<file path="src/rtl/clk_div_multi.sv">
// Multi-channel programmable clock divider: each channel divides clk_in by a
// runtime-loadable divisor, with glitch-free stop, deferred reload and global realign.
module clk_div_multi #(
  parameter int NUM_CH      = 2,
  parameter int CNT_W       = 21,
  parameter int DEFAULT_DIV = 10
) (
  input  logic                    clk_in,
  input  logic                    rst_n,
  input  logic [NUM_CH-1:0]       en,
  input  logic [NUM_CH*CNT_W-1:0] div_val,
  input  logic [NUM_CH-1:0]       div_load,
  input  logic                    sync,
  output logic [NUM_CH-1:0]       clk_out,
  output logic [NUM_CH-1:0]       tick,
  output logic [NUM_CH-1:0]       div_err
);

  typedef enum logic [1:0] {
    ST_IDLE = 2'd0,
    ST_RUN  = 2'd1,
    ST_STOP = 2'd2
  } state_t;

  localparam logic [CNT_W-1:0] LP_DEF_DIV = CNT_W'(DEFAULT_DIV);

  for (genvar g = 0; g < NUM_CH; g++) begin : g_ch
    state_t           r_state;
    logic [CNT_W-1:0] r_idx;
    logic [CNT_W-1:0] r_div;
    logic [CNT_W-1:0] r_pend;
    logic             r_pend_vld;
    logic             r_clk;
    logic             r_tick;
    logic             r_err;

    logic [CNT_W-1:0] w_val;
    logic [CNT_W-1:0] w_next;
    logic [CNT_W-1:0] w_half;
    logic             w_wrap;
    logic             w_ld_ok;
    logic             w_ld_bad;
    logic             w_apply;

    assign w_val    = div_val[g*CNT_W +: CNT_W];
    assign w_ld_ok  = div_load[g] && (w_val >= CNT_W'(2));
    assign w_ld_bad = div_load[g] && (w_val <  CNT_W'(2));
    assign w_wrap   = (r_idx == (r_div - CNT_W'(1)));
    assign w_next   = w_wrap ? '0 : (r_idx + CNT_W'(1));
    // ceil(N/2) without needing an extra carry bit
    assign w_half   = (r_div >> 1) + {{(CNT_W-1){1'b0}}, r_div[0]};

    // Edges on which a pending divisor may be promoted to active
    always_comb begin
      w_apply = 1'b0;
      case (r_state)
        ST_IDLE: w_apply = en[g];
        ST_RUN:  w_apply = sync | w_wrap;
        ST_STOP: w_apply = !sync && w_wrap;
        default: w_apply = 1'b0;
      endcase
    end

    always_ff @(posedge clk_in) begin
      if (w_ld_ok) r_pend <= w_val;
    end

    always_ff @(posedge clk_in or negedge rst_n) begin
      if (!rst_n) begin
        r_state    <= ST_IDLE;
        r_idx      <= '0;
        r_div      <= LP_DEF_DIV;
        r_pend_vld <= 1'b0;
        r_clk      <= 1'b0;
        r_tick     <= 1'b0;
        r_err      <= 1'b0;
      end else begin
        r_err <= w_ld_bad;
        // A load on the promotion edge survives as the next pending value
        if (w_ld_ok)      r_pend_vld <= 1'b1;
        else if (w_apply) r_pend_vld <= 1'b0;
        if (w_apply && r_pend_vld) r_div <= r_pend;

        case (r_state)
          ST_IDLE: begin
            if (en[g]) begin
              r_state <= ST_RUN;
              r_idx   <= '0;
              r_clk   <= 1'b1;
              r_tick  <= 1'b1;
            end else begin
              r_idx   <= '0;
              r_clk   <= 1'b0;
              r_tick  <= 1'b0;
            end
          end
          ST_RUN: begin
            if (sync) begin
              r_idx  <= '0;
              r_clk  <= 1'b1;
              r_tick <= 1'b1;
            end else begin
              r_idx  <= w_next;
              r_clk  <= (w_next < w_half);
              r_tick <= w_wrap;
              if (!en[g]) r_state <= ST_STOP;
            end
          end
          ST_STOP: begin
            if (sync || (!en[g] && w_wrap)) begin
              r_state <= ST_IDLE;
              r_idx   <= '0;
              r_clk   <= 1'b0;
              r_tick  <= 1'b0;
            end else begin
              r_idx  <= w_next;
              r_clk  <= (w_next < w_half);
              r_tick <= w_wrap;
              if (en[g]) r_state <= ST_RUN;
            end
          end
          default: begin
            r_state <= ST_IDLE;
            r_idx   <= '0;
            r_clk   <= 1'b0;
            r_tick  <= 1'b0;
          end
        endcase
      end
    end

    assign clk_out[g] = r_clk;
    assign tick[g]    = r_tick;
    assign div_err[g] = r_err;
  end

endmodule

</file>
<file path="config.mk">
export PLATFORM = sky130hd
export DESIGN_NAME = clk_div_multi
export DESIGN_NICKNAME = d
export VERILOG_FILES = /design/src/rtl/clk_div_multi.sv
export SDC_FILE = /design/constraint.sdc
export NUM_CORES = 1
export LEC_CHECK = 0
export ABC_AREA = 0
export BUFFER_PORTS_ARGS = -buffer_cell sky130_fd_sc_hd__buf_2
export CAP_MARGIN = 20
export CORE_UTILIZATION = 65
export CTS_BUF_LIST = sky130_fd_sc_hd__clkbuf_8
export DETAILED_ROUTE_END_ITERATION = 16
export GPL_ROUTABILITY_DRIVEN = 0
export GPL_TIMING_DRIVEN = 0
export PLACE_DENSITY = 0.82
export SYNTH_ARGS = -nofsm -noshare
export SYNTH_HDL_FRONTEND = slang
export SYNTH_SLANG_ARGS = --single-unit
</file>
<file path="constraint.sdc">
create_clock -name clk_in -period 7.3 [get_ports clk_in]
set_input_delay 1.46 -clock clk_in [delete_from_list [all_inputs] [get_ports clk_in]]
set_output_delay 1.46 -clock clk_in [all_outputs]
set_load 0.01 [all_outputs]
</file>
==> metrics.txt <==
Worst slew margin 0.4843; Die X-Extent between 100 and 150 um; PortBufs 54; Seq cells post-synth 138; initial core utilization 0.6785; # fillers just over 1k; Pins Over Slew Limit 0; most frequent cells in the layout 125 x nor2_1, 92 x dfrtp_1, 64 x nand2_1, 64 x buf_2; post-DP HPWL 16,030 um; initial DRC count 703; Clk pwr share 0.176; Setup WS post-layout 1.951 ns; post-placement cell count 1,236; H-tree Lvls 4; clock buffers created by TritonCTS 17; Final Critical Period ~5.3 ns; Achievable Freq 187.0 MHz; Setup TNS 0 ns; Async SR Flop Fraction 0.6957; Wirelength per Cell 16.88 um; synthesized instance count between 900 and 1k; Critical Path AT 5.72 ns; clk sinks around 140; pre-CTS WS between 2 and 2.5 ns; vias in the first global route ~7.1k; clock latency on the worst-skew pair 0.47 ns; non-filler cells, final 1,268; Hold Path Class reg -> reg; Setup Skew 0.01473 ns; core area 14,100 um^2; final setup vio count 0; post-route cell area between 10,000 and 15,000 um^2; number of max-cap violations 0; Main synth FF type dfrtp_1; total setup buffers inserted after CTS 0; Flop pwr share 0.323; status finished, final reports clean; final WL 21,410 um; CTS Buffer Depth 2; final hold viol count 0; P per Cell Area roughly 340 nW/um^2; DIE HEIGHT 123.3 um; Unique masters post-synth 75; most common cell after layout, fill and taps aside nor2_1; DRC 0; Seq/Total Area, Yosys 0.3836; overall routing resource usage 0.3026; total gr overflow 0; CP Class reg -> reg; static leakage 4.334 nW; synth top area cells dfrtp_1 24%, edfxtp_1 13%, ha_1 7.3%; row count 43; Die ar. 15,200 um^2; dpl cell area 10,120 um^2; Vias per Instance 6.104; NetSw around 1.5 mW; Mapped Area 9564 um^2; Hold Path Depth 1; share of the synthesized area in the top cell type 0.2407; Max FO, Critical Path 10; Antenna diodes 0; CTS tree done; EDFF count, synth 42; Syn Nets around 1.1k; crit path capture type register; largest net degree at the start of global routing 72; switching share of power 0.4369; Yosys warning total 0; leading area contributor after synthesis dfrtp_1; Avg Cell Area, Syn 9.574 um^2; CP Launch Type register; RSZ-0062 raised after global routing false; Post-layout nets 1,180; cell count of the worst reg-to-reg path 16; Final Power 3.533 mW; Vias a little under 8k; CTS Hold Buffers Added 0; Crit path required time 7.67 ns; clk slew on worst S/H paths 0.09 ns; P&R area growth vs syn 9.969%; Comb power frac 0.501; Final ANT Viol Nets 0; root buf cell clkbuf_8; post-route clock period utilization 0.7327; first-pass GRT wire length approximately 35,000 um; initial antenna violation count 0; post-cts sizing count 0; worst slew pin tran 0.7735 ns; Peak VDD IR 0.0003229 V; first-pass iteration count of the detailed router 5; share of cells above drive strength 1 0.1654; io pins 55; Pint 1.990 mW
[per-stage QoR]
stage          hold slack, ns  utilization
5_1_grt                0.4830       0.7461
6_report               0.4615       0.7461
4_1_cts                0.4630       0.7461
3_5_place_dp           0.4518       0.7183
3_3_place_gp           0.4476       0.7137
2_1_floorplan          0.4390            -
[layer usage]
metal	GRT usage	share of wire	vias up	routed length, um
met5	0	0	-	0
met4	0.08735	0.014	0	297
met3	0.05950	0.083	29	1773
met2	0.4399	0.43	332	9107
met1	0.4558	0.48	3655	10230
li1	-	-	3724	-
[Yosys cell counts (8+ instances only)]
master and count:
dfrtp_1 92, o21ai_0 40, nor4_1 20, xnor2_1 61, nor3_1 28, nand3_1 42, a21oi_1 26, a21o_1 8
mux2_2 15, buf_6 8, ha_1 56, nor2_1 125, edfxtp_1 42, xor2_1 61, o32ai_2 20, nand4_1 20
inv_1 46, buf_2 11, nor2b_1 18, clkbuf_1 30, nand2b_1 8, and3_1 13, nand2_1 64
[state kept, by name, summed over array words and instances (netlist names)]
| signal | count |
|---|---|
| g_ch.r_clk | 2 |
| g_ch.r_tick | 2 |
| g_ch.r_pend | 42 |
| g_ch.r_state | 4 |
| g_ch.r_idx | 42 |
| g_ch.r_pend_vld | 2 |
| g_ch.r_div | 42 |
| g_ch.r_err | 2 |
[worst paths after layout]
check	slack, ns	to	start
setup / recovery	1.95	g_ch[0].r_clk	g_ch[0].r_div[0]
hold / removal	0.46	g_ch[1].r_div[14]	g_ch[1].r_pend[14]
setup reg to reg	1.95	g_ch[0].r_clk	g_ch[0].r_div[0]
hold reg to reg	0.46	g_ch[1].r_div[14]	g_ch[1].r_pend[14]
max in group asynchronous	5.69	g_ch[0].r_div[1]	rst_n
min in group asynchronous	0.90	g_ch[1].r_idx[2]	rst_n
[worst max-delay path, cell delays in order (launching register included)]
cell and delay, ns:
dfrtp_1 0.51, inv_1 0.10, ha_1 0.29, nor3b_2 0.40
nor2b_1 0.12, or4_4 0.55, a2111oi_4 0.32, o2111ai_2 0.18
nor4_2 0.57, clkbuf_1 0.44, nor2_1 0.12, ha_1 0.32
a21o_1 0.18, a2111oi_0 0.59, o211ai_1 0.17, a21o_1 0.19
a22oi_1 0.19
[power groups by stage]
stage | Combinational (mW) | Clock (mW) | Sequential (mW)
detailed placement | 1.72 | 0 | 1.15
CTS | 1.75 | 0.629 | 1.14
finish | 1.77 | 0.622 | 1.14
global placement | 1.67 | 0 | 1.14
global route | 1.94 | 0.661 | 1.16
floorplan | 1.38 | 0 | 1.10
[cell families after synthesis]
kind of cell / Yosys count / synth area share
muxes: 27 / 0.03114
AOI/OAI and AO/OA: 149 / 0.1243
and+or+nand+nor: 400 / 0.2236
xor gates and xnor gates: 122 / 0.1117
DFF: 138 / 0.3836
buffers and inverters: 107 / 0.05246
adders and majority gates: 56 / 0.07326
[area by class of cell]
type                       count  area, um^2  area share
multi-input combinational    754        5399      0.5133
sequential                   138        3669      0.3488
timing repair buffer          57       330.3     0.03141
buffer                        61       329.1     0.03129
clock buffer                  17       234.0     0.02225
tap                          180       225.2     0.02141
inverter                      46       172.7     0.01642
clock inverter                15       158.9     0.01511
Power figures use the tool's default switching activity.
